**src/rtl/hazard_unit.sv**
```systemverilog
// rtl/hazard_unit.sv - pipeline hazard unit: load-use stall, memory-wait hold, jump flush
// Counts stalled cycles and flags a data-memory wait that runs past MAX_MEM_WAIT.
module hazard_unit #(
    parameter int MAX_MEM_WAIT = 15,
    parameter int CNT_W        = 16
) (
    input  logic             clk,
    input  logic             reset,
    input  logic [5:0]       id_opcode,
    input  logic [4:0]       id_rs,
    input  logic [4:0]       id_rt,
    input  logic             ex_memread,
    input  logic [4:0]       ex_rt,
    input  logic             mem_busy,
    output logic             stall,
    output logic             pc_write,
    output logic             ifid_write,
    output logic             ifid_flush,
    output logic [CNT_W-1:0] stall_count,
    output logic             timeout_err
);

    localparam logic [1:0] RUN     = 2'd0;
    localparam logic [1:0] LDSTALL = 2'd1;
    localparam logic [1:0] MEMWAIT = 2'd2;

    localparam logic [5:0] OP_RTYPE = 6'b000000;
    localparam logic [5:0] OP_JUMP  = 6'b000010;
    localparam logic [5:0] OP_SW    = 6'b101011;
    localparam logic [5:0] OP_NOP   = 6'b111100;

    localparam int WAIT_W = $clog2(MAX_MEM_WAIT + 1);
    localparam logic [WAIT_W-1:0] WAIT_MAX = WAIT_W'(MAX_MEM_WAIT);
    localparam logic [WAIT_W-1:0] WAIT_ONE = WAIT_W'(1);
    localparam logic [CNT_W-1:0]  CNT_MAX  = '1;

    logic [1:0]        state;
    logic [1:0]        state_nxt;
    logic [WAIT_W-1:0] wait_cnt;
    logic [WAIT_W-1:0] wait_nxt;
    logic              uses_rs;
    logic              uses_rt;
    logic              lu_hz;
    logic              timeout_hit;

    always_comb begin
        uses_rs = (id_opcode != OP_JUMP) && (id_opcode != OP_NOP);
        uses_rt = (id_opcode == OP_RTYPE) || (id_opcode == OP_SW);
        lu_hz   = ex_memread && (ex_rt != 5'd0) &&
                  ((uses_rs && (ex_rt == id_rs)) || (uses_rt && (ex_rt == id_rt)));
    end

    // Memory busy always wins; a load-use hazard only matters in RUN because
    // by LDSTALL the load has already advanced to MEM.
    always_comb begin
        state_nxt = RUN;
        wait_nxt  = '0;
        stall     = 1'b0;
        case (state)
            RUN: begin
                if (mem_busy) begin
                    stall     = 1'b1;
                    state_nxt = MEMWAIT;
                    wait_nxt  = WAIT_ONE;
                end else if (lu_hz) begin
                    stall     = 1'b1;
                    state_nxt = LDSTALL;
                end
            end
            LDSTALL: begin
                if (mem_busy) begin
                    stall     = 1'b1;
                    state_nxt = MEMWAIT;
                    wait_nxt  = WAIT_ONE;
                end
            end
            MEMWAIT: begin
                if (mem_busy) begin
                    stall     = 1'b1;
                    state_nxt = MEMWAIT;
                    wait_nxt  = (wait_cnt == WAIT_MAX) ? WAIT_MAX : wait_cnt + WAIT_ONE;
                end
            end
            default: begin
                stall = mem_busy;
            end
        endcase
    end

    assign pc_write    = ~stall;
    assign ifid_write  = ~stall;
    assign ifid_flush  = (id_opcode == OP_JUMP) && !stall;
    assign timeout_hit = (state == MEMWAIT) && mem_busy && (wait_cnt == WAIT_MAX);

    always_ff @(posedge clk or posedge reset) begin
        if (reset) begin
            state       <= RUN;
            wait_cnt    <= '0;
            stall_count <= '0;
            timeout_err <= 1'b0;
        end else begin
            state    <= state_nxt;
            wait_cnt <= wait_nxt;
            if (stall && (stall_count != CNT_MAX)) begin
                stall_count <= stall_count + 1'b1;
            end
            if (timeout_hit) begin
                timeout_err <= 1'b1;
            end
        end
    end

endmodule
```
**config.mk**
```make
export PLATFORM = sky130hd
export DESIGN_NAME = hazard_unit
export DESIGN_NICKNAME = d
export VERILOG_FILES = /design/src/rtl/hazard_unit.sv
export SDC_FILE = /design/constraint.sdc
export NUM_CORES = 1
export LEC_CHECK = 0
export CORE_MARGIN = 4
export CORE_UTILIZATION = 48
export DETAILED_ROUTE_END_ITERATION = 8
export GPL_TIMING_DRIVEN = 0
export PLACE_DENSITY_LB_ADDON = 0.25
export SLEW_MARGIN = 25
export SYNTH_ARGS = -nofsm -noshare
export SYNTH_HDL_FRONTEND = slang
export SYNTH_SLANG_ARGS = --single-unit
export TNS_END_PERCENT = 100
```
**constraint.sdc**
```tcl
create_clock -name clk -period 3.1 [get_ports clk]
set_clock_uncertainty 0.1 [all_clocks]
set_input_delay 0.62 -clock clk [delete_from_list [all_inputs] [get_ports clk]]
set_output_delay 0.62 -clock clk [all_outputs]
set_load 0.01 [all_outputs]
```
### Word-level counts from Yosys, hierarchy flattened

Cells that the tools add are included.

| operators by class | value |
|---|---|
| bitwise gates (word level) | 1 |
| add/subtract/negate cells | 2 |
| equality and inequality tests | 10 |
| reductions and logical operators | 17 |
| multiplexer cells | 12 |

Operator list:

| kind | number |
|---|---|
| adder 16 x 1 -> 16 bit (second input constant) | 1 |
| != test 16 bit (second input constant) | 1 |
| equality test 5 bit | 2 |
| logical AND 1 bit | 9 |
| 2-to-1 mux 4 bit | 2 |
| case mux 4 bit (2 select lines) | 1 |
| equality test 6 x 2 -> 1 bit (second input constant) | 1 |
| equality test 6 bit (second input constant) | 1 |
| zero test 6 bit | 1 |
| != test 6 x 2 -> 1 bit (second input constant) | 1 |
| != test 6 bit (second input constant) | 1 |
| 2-to-1 mux 1 bit | 5 |
| nonzero test 5 bit | 1 |
| adder 4 x 1 -> 4 bit (second input constant) | 1 |
| equality test 4 bit (second input constant) | 1 |
| 2-to-1 mux 2 bit | 2 |
| case mux 2 bit (2 select lines) | 1 |
| OR reduction 2 bit | 2 |
| equality test 2 x 1 -> 1 bit (second input constant) | 1 |
| equality test 2 bit (second input constant) | 1 |
| zero test 2 bit | 1 |
| logical OR 1 bit | 2 |
| case mux 1 bit (2 select lines) | 1 |
| zero test 1 bit | 1 |
| inverter 1 bit | 1 |

| storage, ports and cells | value |
|---|---|
| bits in registers | 23 |
| input bits | 25 |
| logic and storage cells | 46 |
| output and inout bits | 21 |

### Depth between registers and ports, before layout

| logic depth | value |
|---|---|
| depth in word-level cells | 10 |
| mapped depth | 8 |
| depth with buffers taken out | 8 |

### Worst setup path after synthesis

No wires, ideal clock.

| path | value |
|---|---|
| kind | input-to-output |
| from | input port ex_rt[1] |
| to | output port ifid_flush |
| stages | 6 |
| data arrival time | 1.935 ns |
| buffers on the path | 0 |
| data required time | 2.380 ns |
| path slack | 0.445 ns |
| cells stage by stage | or4_1 o211ai_1 a21oi_2 nor2_1 inv_2 nor2_1 |

| on the way | value |
|---|---|
| longest elaborated chain between the ends | 9 |
| elaborated cells between the ends (all ways) | 13 |
| those cells by class | eq/ne: 2; mux: 3; reduce/logical: 8 |

Ends and longest elaborated chain:

| what | line | text |
|---|---|---|
| start, declared | 13 | `input logic [4:0] ex_rt,` |
| equality test 5 bit | 50 | `((uses_rs && (ex_rt == id_rs)) \|\| (uses_rt && (ex_rt == id_rt)));` |
| logical AND 1 bit | 50 |  |
| logical OR 1 bit | 50 |  |
| logical AND 1 bit (*) | 49 | `lu_hz = ex_memread && (ex_rt != 5'd0) &&` |
| 2-to-1 mux 1 bit (*) | 65 | `end else if (lu_hz) begin` |
| 2-to-1 mux 1 bit (*) | 61 | `if (mem_busy) begin` |
| case mux 1 bit (2 select lines) (*) | 59 | `case (state)` |
| net stall | 15 | `output logic stall,` |
| zero test 1 bit (*) | 92 | `assign ifid_flush = (id_opcode == OP_JUMP) && !stall;` |
| logical AND 1 bit (*) | 92 |  |
| end, declared | 18 | `output logic ifid_flush,` |

Mark *: on every way through the listed nets, which the timed path passes. The rest lies on a longest branch.

### Worst setup path after layout

| path | value |
|---|---|
| from | input port id_opcode[1] |
| to | output port pc_write |

| on the way | value |
|---|---|
| longest elaborated chain between the ends | 9 |
| elaborated cells between the ends (all ways) | 14 |
| those cells by class | eq/ne: 3; mux: 3; bitwise: 1; reduce/logical: 7 |

Ends and longest elaborated chain:

| what | line | text |
|---|---|---|
| start, declared | 9 | `input logic [5:0] id_opcode,` |
| != test 6 x 2 -> 1 bit (tied with other cells) | 47 | `uses_rs = (id_opcode != OP_JUMP) && (id_opcode != OP_NOP);` |
| logical AND 1 bit or logical OR 1 bit (tied branches) | 47, 48 |  |
| logical AND 1 bit | 50 |  |
| logical OR 1 bit (*) | 50 |  |
| logical AND 1 bit (*) | 49 |  |
| 2-to-1 mux 1 bit (*) | 65 |  |
| 2-to-1 mux 1 bit (*) | 61 |  |
| case mux 1 bit (2 select lines) (*) | 59 |  |
| inverter 1 bit (*) | 90 | `assign pc_write = ~stall;` |
| end, declared | 16 | `output logic pc_write,` |

Mark *: on every way between the ends. The rest lies on a longest branch, timed or not.

==> flow_summary_export.csv <==
group,metric,value,unit
yosys,syn-num-nets,167,
finish,final_area,1860,um2
global_route,grt.overflow.total,0,
floorplanning,start_util,52.0,%
route,routed_wl,2970,um
power_and_ir_drop,leakagePower,0.897,nW
job,drv_cap,0,
floorplanning,fp-row-count,18,
yosys,synth_xor_area_share,16.4,%
timing,hold_viol,0,
global_route,met1_usage,20.1,%
clock_network,path_clk_slew,120,ps
finish,num-nets-final,218,
route,ant_nets,0,
timing,period_minus_slack,3050,ps
worst_setup_path,cp_max_fo,4,
finish,fill_cells,211,
yosys,synth-seq-area-share,43.1,%
global_route,grt_max_degree,24,
worst_setup_path,max_stage_delay,470,ps
yosys,synth.distinct_cells,33,
placement,io_buffers,45,
floorplanning,io_pins,46,
worst_setup_path,startpoint_type,"input pin",
power_and_ir_drop,pwr-share-clk,16.4,%
clock_network,cts_max_level,1,
yosys,synth_fa_ha_area_share,6.56,%
power_and_ir_drop,irDropWorstVdd,0.407,mV
yosys,synth_seq_cells,23,
clock_network,hold_buffers,0,
timing,worstMarginPinSlew,871,ps
global_route,grt-busiest-layer,"met2",
yosys,synth_area_per_cell,9.89,um2
clock_network,clock_sinks,23,
route,dr.pass1.iters,6,
power_and_ir_drop,power_switching,282,uW
worst_setup_path,crit_arrival,2330,ps
global_route,grt_pass1_wl,5000,um
timing,rsz0062_at_grt,"no",
global_route,globalRouteTotalUtil,18.0,%
route,wire_per_inst,13.8,um
worst_setup_path,end_kind,"output pin",
yosys,syn_area,1340,um2
timing,finalMaxSlewViolations,0,
finish,final_cell_mix,"34 x clkdlybuf4s50_1, 23 x dfrtp_1, 20 x xor2_1, 14 x nor2_1, 12 x nand3_1",
route,num_vias,1168,
finish,drive_gt1_share,7.57,%
floorplanning,core_area,2570,um2
power_and_ir_drop,p_sw_share,33.5,%
power_and_ir_drop,power,840,uW
yosys,muxShareOfSynthArea,0.843,%
hold_path,hold_path.class,"reg2reg",
yosys,yosys.area_share.simple,22.2,%
yosys,netlist_instances,135,
timing,setup_violations,0,
power_and_ir_drop,p_int,558,uW
timing,fin_setup_tns,0,ps
yosys,synth_top_family_by_area,"simple AND/OR/NAND/NOR gates",
power_and_ir_drop,seq_power_share,49.1,%
clock_network,clkLatencyLatePin,310,ps
power_and_ir_drop,p_per_area,452,nW/um2
finish,syn_to_final_growth,39.3,%
timing,clock.fmax,328,MHz
run_status,status,"finished, final reports clean",
placement,dp_cells,210,
route,via_per_inst,5.43,
finish,stdcell_count,215,
power_and_ir_drop,p_comb_share,34.6,%
worst_setup_path,worstPathRequired,2380,ps
clock_network,cts_tree,"done",
yosys,synth_compound_area_share,6.94,%
placement,dpl_cell_area,1820,um2
worst_setup_path,path_cells,"clkdlybuf4s50_1 > nor4_1 > a41o_1 > nand4_1 > a21oi_2 > nor2_2 > buf_4 > dlygate4sd2_1",
floorplanning,die_y,60.7,um
global_route,grt_pass1_vias,1240,
worst_setup_path,slowest_stage,"clkdlybuf4s50_1",
finish,mostFrequentLayoutCell,"clkdlybuf4s50_1",
timing,slew_headroom,41.9,%
worst_setup_path,critPathKind,"in2out",
global_route,grt_util_met3,3.19,%
clock_network,cts_buffer_depth,2,
timing,finalCritPeriodShare,98.5,%
route,dr.first_iter.drc_count,52,
yosys,synth_warnings,0,
floorplanning,die_w,60.7,um
global_route,grt.met2_usage,32.2,%
placement,dp_hpwl,2330,um
placement,place_congestion,0.812,
route,drc,0,
global_route,antenna_found_initial,0,
finish,diodes,0,
clock_network,cts_made_buffers,3,
clock_network,ctsRootBufferMaster,"clkbuf_4",
floorplanning,die_area,3690,um2
[flip-flops by register name, indices dropped and copies added, names as in the netlist]
register / flops
stall_count: 16
timeout_err: 1
wait_cnt: 4
state: 2
[power by group through the flow]
stage	Clock (mW)	Sequential, mW	Combinational (mW)
6_report	0.137	0.412	0.290
5_1_grt	0.154	0.420	0.317
4_1_cts	0.141	0.410	0.294
3_5_place_dp	0	0.416	0.297
3_3_place_gp	0	0.411	0.284
2_1_floorplan	0	0.426	0.115
[cells by family after synthesis]
group                    count (synthesis)
AO/OA/AOI/OAI                           11
XOR/XNOR                                25
adder cells (fa/ha/maj)                  7
buffers and inverters                   11
flip-flops                              23
multiplexers                             1
AND/OR/NAND/NOR                         57
[per-stage QoR]
step	util, %	hold WS, ps	setup WS, ps
CTS	72.1	388	13.2
detailed placement	71.0	359	-468
floorplan	-	371	445
finish	72.4	385	48.0
global route	72.4	398	1.71
global placement	71.0	349	-482
[what timing repair did]
item / 4_1_cts / 5_1_grt
gates resized for setup: 11 / 3
setup endpoints to repair: 4 / 3
pin swaps: 5 / 2
endpoints found under the hold margin: 0 / 0
setup buffers: 1 / 0
[cell type report]
type                    count  area (um2)  share of cell area, %
plain buffers               4        26.3                   1.41
clock buffers               4        26.3                   1.41
inverters                   7        26.3                   1.41
multi-input cells         101         709                   38.2
flip-flops and latches     23         576                   31.0
well taps                  30        37.5                   2.02
repair buffers             46         458                   24.6
[Yosys cell counts]
library cell,number,area share (%)
xor2_1,20,13
nand4_2,1,0.94
xnor2_1,5,3.3
clkbuf_1,2,0.56
nand3b_1,1,0.56
o311a_1,1,0.75
nand4_1,2,0.94
mux2_1,1,0.84
o21ai_0,1,0.37
nor3_1,9,3.4
nor2_1,15,4.2
nor4_1,3,1.4
dfrtp_1,23,43
nand2b_1,1,0.47
a31o_2,1,0.66
a211oi_1,1,0.56
or3_4,1,0.84
a21oi_2,1,0.66
or4_1,1,0.56
nand2_1,5,1.4
nand3_1,12,4.5
inv_2,1,0.28
a41o_1,1,0.75
inv_1,6,1.7
and3_1,4,1.9
a21oi_1,1,0.37
a31oi_1,1,0.47
buf_4,1,0.56
o211ai_1,2,1.1
buf_6,1,0.84
o21ai_4,1,1.2
nor3b_1,2,1.1
ha_1,7,6.6
[worst max-delay path: cells and delay by family]
family / cells / cell delay (ps)
AOI/OAI and AO/OA: 2 / 340
and+or+nand+nor: 3 / 490
buffers and inverters: 3 / 880
[worst paths after layout]
check / from / endpoint / slack [ps] / cells past startpoint
max: id_opcode[1] / pc_write / 50 / 8
min: timeout_err / timeout_err / 390 / 1
max reg2reg: stall_count[6] / stall_count[1] / 780 / 7
min reg2reg: timeout_err / timeout_err / 390 / 1
max in group asynchronous: reset / stall_count[9] / 1690 / 2
min in group asynchronous: reset / stall_count[3] / 670 / 2
[per-layer routing]
layer,vias up,wire (um)
met4,0,54
li1,565,-
met3,6,188
met5,-,0
met2,48,1470
met1,549,1250
(Power assumes the default switching activity.)
